--- src/rtl/conv_acc_pkg.sv ---
// Shared definitions for the convolution window accumulator:
// FSM state encoding, default sizing constants and the output
// saturation limits.
package conv_acc_pkg;

    typedef enum logic {
        ACCUM = 1'b0,
        DONE  = 1'b1
    } state_t;

    localparam int DEF_DW    = 8;
    localparam int DEF_KSIZE = 9;
    localparam int DEF_ACC_W = 16;
    localparam int DEF_OUT_W = 8;

    // Largest value representable in a signed w-bit result.
    function automatic longint sat_max(input int w);
        return (longint'(1) <<< (w - 1)) - longint'(1);
    endfunction

    // Smallest value representable in a signed w-bit result.
    function automatic longint sat_min(input int w);
        return -(longint'(1) <<< (w - 1));
    endfunction

endpackage

--- src/rtl/acc_addsub.sv ---
// Combinational add/subtract step used by the window accumulator.
// y = a + b when sub = 0, y = a - b when sub = 1 (modulo 2^W).
module acc_addsub #(
    parameter int W = 16
) (
    input  logic [W-1:0] a,
    input  logic [W-1:0] b,
    input  logic         sub,
    output logic [W-1:0] y
);

    // Select between sum and difference of the two operands.
    always_comb begin
        y = sub ? (a - b) : (a + b);
    end

endmodule

--- src/rtl/conv_accumulator.sv ---
// Convolution window accumulator: sums KSIZE signed terms (each added
// or subtracted) into an ACC_W-bit accumulator and emits one OUT_W-bit
// result per window, with an out-of-range flag.
//
// Optional feature: define ACC_SATURATE_EN to clamp out_data to the
// signed OUT_W range; otherwise out_data is the low OUT_W bits (wrap).
// out_ovf is the same in both builds.
//
// Handshake: a beat moves on a port in the cycle where its valid and
// ready are both high at the rising edge; valid never depends on ready,
// and the producer holds its data until that edge.
//
// ACC_W must be at least DW + clog2(KSIZE) + 1 so a full window can
// never overflow the accumulator.
module conv_accumulator
    import conv_acc_pkg::*;
#(
    parameter int DW    = DEF_DW,
    parameter int KSIZE = DEF_KSIZE,
    parameter int ACC_W = DEF_ACC_W,
    parameter int OUT_W = DEF_OUT_W
) (
    input  logic                 clk,
    input  logic                 rst,
    input  logic                 clr,
    input  logic                 in_valid,
    output logic                 in_ready,
    input  logic signed [DW-1:0] in_data,
    input  logic                 in_sub,
    output logic                 out_valid,
    input  logic                 out_ready,
    output logic [OUT_W-1:0]     out_data,
    output logic                 out_ovf,
    output state_t               dbg_state
);

    localparam int CNT_W = (KSIZE > 1) ? $clog2(KSIZE) : 1;
    localparam logic [CNT_W-1:0] LAST_CNT = CNT_W'(KSIZE - 1);
    localparam logic signed [ACC_W-1:0] SUM_MAX = ACC_W'(sat_max(OUT_W));
    localparam logic signed [ACC_W-1:0] SUM_MIN = ACC_W'(sat_min(OUT_W));

    state_t             state;
    logic [ACC_W-1:0]   acc;
    logic [CNT_W-1:0]   cnt;

    logic [ACC_W-1:0]   term_ext;
    logic [ACC_W-1:0]   acc_next;
    logic               accept;
    logic               too_big;
    logic               too_small;
    logic [OUT_W-1:0]   res_next;

    assign term_ext  = {{(ACC_W - DW){in_data[DW-1]}}, in_data};
    assign in_ready  = (state == ACCUM) && !clr;
    assign out_valid = (state == DONE);
    assign dbg_state = state;
    assign accept    = in_valid && in_ready;

    acc_addsub #(
        .W   (ACC_W)
    ) u_addsub (
        .a   (acc),
        .b   (term_ext),
        .sub (in_sub),
        .y   (acc_next)
    );

    // Range check and result formatting of the running sum including the current term.
    always_comb begin
        too_big   = $signed(acc_next) > SUM_MAX;
        too_small = $signed(acc_next) < SUM_MIN;
`ifdef ACC_SATURATE_EN
        if (too_big) begin
            res_next = SUM_MAX[OUT_W-1:0];
        end else if (too_small) begin
            res_next = SUM_MIN[OUT_W-1:0];
        end else begin
            res_next = acc_next[OUT_W-1:0];
        end
`else
        res_next = acc_next[OUT_W-1:0];
`endif
    end

    // Window FSM: accumulate terms, hold the result until consumed, abort on clr.
    always_ff @(posedge clk or posedge rst) begin
        if (rst) begin
            state    <= ACCUM;
            acc      <= '0;
            cnt      <= '0;
            out_data <= '0;
            out_ovf  <= 1'b0;
        end else if (clr) begin
            state <= ACCUM;
            acc   <= '0;
            cnt   <= '0;
        end else begin
            case (state)
                ACCUM: begin
                    if (accept) begin
                        acc <= acc_next;
                        if (cnt == LAST_CNT) begin
                            cnt      <= '0;
                            state    <= DONE;
                            out_data <= res_next;
                            out_ovf  <= too_big || too_small;
                        end else begin
                            cnt <= cnt + 1'b1;
                        end
                    end
                end
                DONE: begin
                    if (out_ready) begin
                        acc   <= '0;
                        state <= ACCUM;
                    end
                end
                default: begin
                    state <= ACCUM;
                end
            endcase
        end
    end

endmodule
--- config.mk ---
export PLATFORM = sky130hd
export DESIGN_NAME = conv_accumulator
export DESIGN_NICKNAME = d
export VERILOG_FILES = /design/src/rtl/conv_acc_pkg.sv /design/src/rtl/acc_addsub.sv /design/src/rtl/conv_accumulator.sv
export SDC_FILE = /design/constraint.sdc
export NUM_CORES = 1
export LEC_CHECK = 0
export BUFFER_PORTS_ARGS = -buffer_cell sky130_fd_sc_hd__buf_4
export CORE_MARGIN = 2
export CORE_UTILIZATION = 59
export CTS_CLUSTER_DIAMETER = 100
export DETAILED_ROUTE_END_ITERATION = 12
export GPL_ROUTABILITY_DRIVEN = 0
export PLACE_DENSITY = 0.8
export SYNTH_ARGS = -nofsm -noshare
export SYNTH_HDL_FRONTEND = slang
export SYNTH_SLANG_ARGS = --single-unit
export TNS_END_PERCENT = 10
--- constraint.sdc ---
create_clock -name clk -period 3 [get_ports clk]
set_input_delay 0.3 -clock clk [delete_from_list [all_inputs] [get_ports clk]]
set_output_delay 0.3 -clock clk [all_outputs]
set_load 0.01 [all_outputs]
==> results of run 1 <==
state kept, by name, summed over array words and instances (netlist names):
register,count
out_data,8
acc,16
cnt,4
dbg_state,1
out_ovf,1
kinds of logic after synthesis:
| logic type | count (synthesis) | synth area share, % |
|---|---|---|
| AOI/OAI and AO/OA | 80 | 25.0 |
| and+or+nand+nor | 71 | 15.7 |
| DFF | 30 | 32.9 |
| buffers and inverters | 22 | 4.34 |
| adders and majority gates | 20 | 11.3 |
| xor gates and xnor gates | 18 | 6.92 |
| muxes | 8 | 3.84 |
power by group through the flow:
stage / registers, mW / clock network, mW / logic, mW
after floorplan: 0.500 / 0 / 0.618
after global placement: 0.514 / 0 / 1.01
after detailed placement: 0.515 / 0 / 1.03
after CTS: 0.510 / 0.344 / 1.04
after global routing: 0.517 / 0.360 / 1.24
final: 0.513 / 0.338 / 1.14
repair_timing:
action,CTS,global route
endpoints found under the hold margin,0,0
gates resized for setup,0,10
setup buffers,0,3
setup endpoints to repair,0,2
critical path: cells and delay by family:
kind | cells | cell delay (ns)
buf+inv | 3 | 0.32
fa+ha+maj | 2 | 0.53
simple gates | 4 | 0.76
xor+xnor | 1 | 0.08
compound gates | 6 | 1.21
routing by layer:
layer	global-route usage, %	routed length [um]	up-vias
met4	8.42	61	0
met3	4.60	255	6
met5	0	0	-
met2	45.1	2770	54
met1	40.2	2650	1044
li1	-	-	1067
final timing paths:
check | endpoint | slack, ns | start
min reg2reg | acc[3]$_DFFE_PP0P_ | 0.51 | acc[3]$_DFFE_PP0P_
max reg2reg | out_ovf$_DFFE_PP0P_ | 0.08 | acc[0]$_DFFE_PP0P_
min in group asynchronous | acc[1]$_DFFE_PP0P_ | 0.29 | rst
max | out_ovf$_DFFE_PP0P_ | -0.06 | in_data[0]
max in group asynchronous | acc[15]$_DFFE_PP0P_ | 2.05 | rst
min | cnt[1]$_DFFE_PP0P_ | 0.23 | clr
cell usage after synthesis, drive strengths merged, types with 3 or more instances:
cell type and instances:
nor3 8, or2 3, o21ai 14, clkbuf 7
mux2 6, xor2 6, xnor2 12, a22o 12
nand2b 5, nor2 18, nand2 17, buf 4
dfrtp 30, o211ai 3, and3 3, inv 11
a211oi 6, a21o 5, nand3 7, a21oi 25
ha 19
cell type report:
type	instances	area (um2)	share of cell area (%)
Inverter	11	41.3	1.36
Timing Repair Buffer	77	578	19.0
Tap cell	48	60.1	1.98
Sequential cell	30	751	24.7
Clock inverter	2	12.5	0.412
Multi-Input combinational cell	197	1510	49.8
Clock buffer	6	82.6	2.72
==> flow_summary.json, run 1 <==
{
  "drive_above_1_share_pct": 34.7,
  "layout_common_cells": "buf_4, dfrtp_1, a21oi_1",
  "initial_core_util_pct": 61.8,
  "viasPerCell": 5.85,
  "ir_worst_vdd_mv": 0.483,
  "switching_share_pct": 38.0,
  "design_area_mm2": 0.00304,
  "final_cells": 371,
  "finalCriticalPeriod_ns": 3.06,
  "p_sw_mw": 0.756,
  "setup_viol": 1,
  "critPathCaptureType": "flop",
  "ys_seq_elements": 30,
  "core_region_area_mm2": 0.00369,
  "slowest_stage": "ha_1",
  "required_ns": 3.16,
  "syn_inst": 249,
  "syn_to_final_growth_pct": 33.2,
  "rsz0062_at_grt": "yes",
  "nNetsFinal": 356,
  "clock_latency_ns": 0.28,
  "fillers": 227,
  "syn_avg_cell_area_um2": 9.16,
  "path_cells": "buf_4 > inv_1 > ha_1 > nor2b_1 > a211oi_1 > buf_4 > a21oi_1 > ha_1 > and3_4 > a211o_1 > o31ai_2 > and2_4 > xnor2_2 > nand4b_1 > o41ai_2 > a31oi_1",
  "pre_cts_ws_ns": -0.278,
  "p_comb_share_pct": 57.2,
  "worst-setup-path-type": "input port to flop",
  "dpl.cell_count": 360,
  "drc": 0,
  "maxSlewHeadroom_pct": 27.5,
  "syn_nets": 283,
  "die_area_mm2": 0.00438,
  "synth_area_mm2": 0.00228,
  "final_util_pct": 82.3,
  "p_int_mw": 1.23,
  "drt_pass1_iterations": 4,
  "power_density_mw_per_mm2": 655,
  "vias": 2171,
  "grtUsageTotal_pct": 28.5,
  "period_share_pct": 102,
  "fin_ws_ns": -0.0615,
  "ys_seq_area_share_pct": 32.9,
  "hold_buffers": 0,
  "sequentialPowerShare_pct": 25.8,
  "final_max_slew_viol_count": 0,
  "synth_top_area_cell": "dfrtp_1",
  "placed_area_mm2": 0.00286,
  "cpPeakStageDelay_ns": 0.32,
  "fin_skew_ns": 0.00351,
  "cts.sinks": 30,
  "antenna_found_initial": 0,
  "fin_hold_ws_ns": 0.233,
  "tns_ns": -0.0615,
  "grt_pass1_vias": 2076,
  "grt_max_degree": 31,
  "die_h_um": 66.2,
  "postRouteWirelength_um": 5740,
  "fmax_mhz": 327,
  "overflow": 0,
  "reg2reg_depth": 12,
  "cts_inserted_buffers": 5,
  "ctsHtreeMaxLevel": 2,
  "grt_pass1_wl_um": 9480,
  "worst_pin_slew_ns": 1.09,
  "synth_warnings": 0,
  "drv_cap": 0,
  "clockPowerShare_pct": 17.0,
  "synth_edf_count": 0,
  "synth_top_cell_area_share_pct": 32.9,
  "whs_path_depth": 2,
  "rows": 22,
  "synth.distinct_cells": 53,
  "synthFlopType": "dfrtp_1",
  "hp-class": "input port to flop",
  "io_pins": 26,
  "outcome": "finished, violations left",
  "synth_async_sr_flop_share_pct": 100,
  "path_max_fanout": 3,
  "layout_commonest_cell": "buf_4",
  "leakage_nw": 1.49,
  "antenna_cells": 0,
  "hold_viol": 0,
  "p_total_mw": 1.99,
  "worst_setup_path_start_kind": "input port",
  "dieWidth_um": 66.2,
  "cts.clk_slew.worst_paths_ns": 0.06,
  "port_buffers": 25,
  "post_drt_wl_per_cell_um": 15.5,
  "ant_nets": 0,
  "violations": "negative setup slack",
  "place_hpwl_um": 4270,
  "crit_arrival_ns": 3.22,
  "synth.area.top_cells": "dfrtp_1, ha_1, a21oi_1",
  "cts-root-buf": "clkbuf_8",
  "drtIter0Drc": 108,
  "cts_tree": "yes",
  "clock_path_buffers": 2
}
No activity file was read; power rests on OpenSTA's default activity.
==> run 2: changes to the inputs <==
==> constraint.sdc (replaced) <==
create_clock -name clk -period 3 [get_ports clk]
set_input_delay 0 -clock clk [delete_from_list [all_inputs] [get_ports clk]]
set_output_delay 0 -clock clk [all_outputs]
set_load 0.01 [all_outputs]
==> flow_summary.json, run 2 (synthesized netlist as in run 1, its figures left out) <==
{
  "outcome": "finished clean",
  "fillers": 284,
  "largest-register": "acc",
  "crit_arrival_ns": 2.95,
  "fin_skew_ns": 0.00698,
  "rsz0062_at_grt": "no",
  "grt_pass1_wl_um": 8660,
  "placed_area_mm2": 0.00257,
  "path_max_fanout": 5,
  "design_area_mm2": 0.00274,
  "finalCriticalPeriod_ns": 2.79,
  "layout_commonest_cell": "buf_4",
  "antenna_cells": 0,
  "worst_pin_slew_ns": 1.13,
  "maxSlewHeadroom_pct": 24.8,
  "p_comb_share_pct": 52.0,
  "ant_nets": 0,
  "worst_setup_path_start_kind": "flop",
  "period_share_pct": 93.0,
  "overflow": 0,
  "grt_pass1_vias": 1898,
  "nNetsFinal": 323,
  "cpPeakStageDelay_ns": 0.38,
  "cts-root-buf": "clkbuf_8",
  "tns_ns": 0,
  "reg2reg_slack_ns": 0.21,
  "postRouteWirelength_um": 5240,
  "cts_inserted_buffers": 5,
  "antenna_found_initial": 0,
  "final_util_pct": 74.3,
  "clock_latency_ns": 0.29,
  "ctsHtreeMaxLevel": 2,
  "critPathCaptureType": "flop",
  "grt_max_degree": 31,
  "viasPerCell": 5.96,
  "path_cells": "inv_1 > ha_1 > inv_1 > fa_2 > a21o_1 > a221oi_4 > buf_4 > o21ai_1 > xor2_1 > buf_4 > nor3_1 > nand4b_1 > o41ai_2 > a31oi_1",
  "ir_worst_vdd_mv": 0.439,
  "clock_path_buffers": 2,
  "core_region_area_mm2": 0.00369,
  "drv_cap": 0,
  "power_density_mw_per_mm2": 650,
  "drc": 0,
  "cts.sinks": 30,
  "grtUsageTotal_pct": 26.4,
  "p_int_mw": 1.07,
  "p_sw_mw": 0.706,
  "largest_reg_flops": 16,
  "post_drt_wl_per_cell_um": 15.5,
  "drive_above_1_share_pct": 24.8,
  "switching_share_pct": 39.7,
  "drt_pass1_iterations": 4,
  "place_hpwl_um": 3870,
  "setup_viol": 0,
  "io_pins": 26,
  "clockPowerShare_pct": 19.5,
  "port_buffers": 25,
  "sequentialPowerShare_pct": 28.5,
  "slowest_stage": "dfrtp_1",
  "reg2reg_to": "out_ovf$_DFFE_PP0P_",
  "r2r_start": "acc[0]$_DFFE_PP0P_",
  "worst-setup-path-type": "flop to flop",
  "vias": 2014,
  "hold_viol": 0,
  "final_max_slew_viol_count": 0,
  "syn_to_final_growth_pct": 20.1,
  "fin_ws_ns": 0.211,
  "initial_core_util_pct": 61.8,
  "dieWidth_um": 66.2,
  "largest_registers": "acc (16), out_data (8), cnt (4)",
  "die_h_um": 66.2,
  "pre_cts_ws_ns": -0.0443,
  "cts_tree": "yes",
  "fmax_mhz": 359,
  "cts.clk_slew.worst_paths_ns": 0.07,
  "layout_common_cells": "buf_4, dfrtp_1, a21oi_1",
  "leakage_nw": 1.31,
  "die_area_mm2": 0.00438,
  "required_ns": 3.16,
  "drtIter0Drc": 83,
  "reg2reg_depth": 14,
  "rows": 22,
  "hp-class": "input port to async pin"
}
run 2: cell count changes in the layout (fill, tap and decap cells not counted), sizes merged:
cell / before / now
buf: 77 / 43
dlygate4sd3: 0 / 1
run 2: metal layers:
metal  up-vias  global-route usage, %  share of wire [%]
met5         -                      0                  0
met3         7                   4.26                5.4
met1       946                   36.6                 48
li1        995                      -                  -
met4         0                   8.42                1.7
met2        66                   42.3                 45
run 2: critical path, delay by kind of cell, from the launching register on:
family	cells	cell delay (ns)
buffers and inverters	4	0.46
flip-flops	1	0.38
AO/OA/AOI/OAI	5	0.89
XOR/XNOR	1	0.18
adder cells (fa/ha/maj)	2	0.50
AND/OR/NAND/NOR	2	0.29
run 2: power by group through the flow:
stage	logic [mW]	registers (mW)	clock network, mW
after floorplan	0.612	0.500	0
after global placement	0.812	0.512	0
after detailed placement	0.830	0.513	0
after CTS	0.840	0.506	0.348
after global routing	1.01	0.513	0.362
final	0.925	0.508	0.347
run 2: timing repair:
action                                 CTS  global route
setup endpoints to repair                0             1
endpoints found under the hold margin    5             0
hold buffers                             1             0
resized for setup                        0             5
setup buffers                            0             5
run 2: cell type report:
type	count	area, um2	share of cell area [%]
Clock buffer	6	82.6	3.02
Clock inverter	2	12.5	0.457
Inverter	11	41.3	1.51
Multi-Input combinational cell	197	1460	53.3
Sequential cell	30	751	27.4
Tap cell	48	60.1	2.19
Timing Repair Buffer	44	333	12.2
run 2: how the worst max path moves through the flow:
stage	start	endpoint	slack, ns	cells after the start
after detailed placement	in_data[6]	out_ovf$_DFFE_PP0P_	-0.04	15
after global placement	in_data[6]	out_ovf$_DFFE_PP0P_	0.02	15
final	acc[0]$_DFFE_PP0P_	out_ovf$_DFFE_PP0P_	0.21	14
after CTS	acc[0]$_DFFE_PP0P_	out_ovf$_DFFE_PP0P_	0.12	12
after floorplan	in_data[6]	out_ovf$_DFFE_PP0P_	0.17	14
after global routing	acc[0]$_DFFE_PP0P_	out_ovf$_DFFE_PP0P_	0.02	13
run 2: through the flow:
| step | power (mW) | hold WS, ns | cells |
|---|---|---|---|
| 5_1_grt | 1.88 | 0.0806 | 338 |
| 4_1_cts | 1.69 | 0.0386 | 333 |
| 3_3_place_gp | 1.32 | 0.234 | 324 |
| 6_report | 1.78 | 0.00117 | 338 |
| 2_1_floorplan | 1.11 | 0.0908 | 249 |
| 3_5_place_dp | 1.34 | 0.233 | 324 |
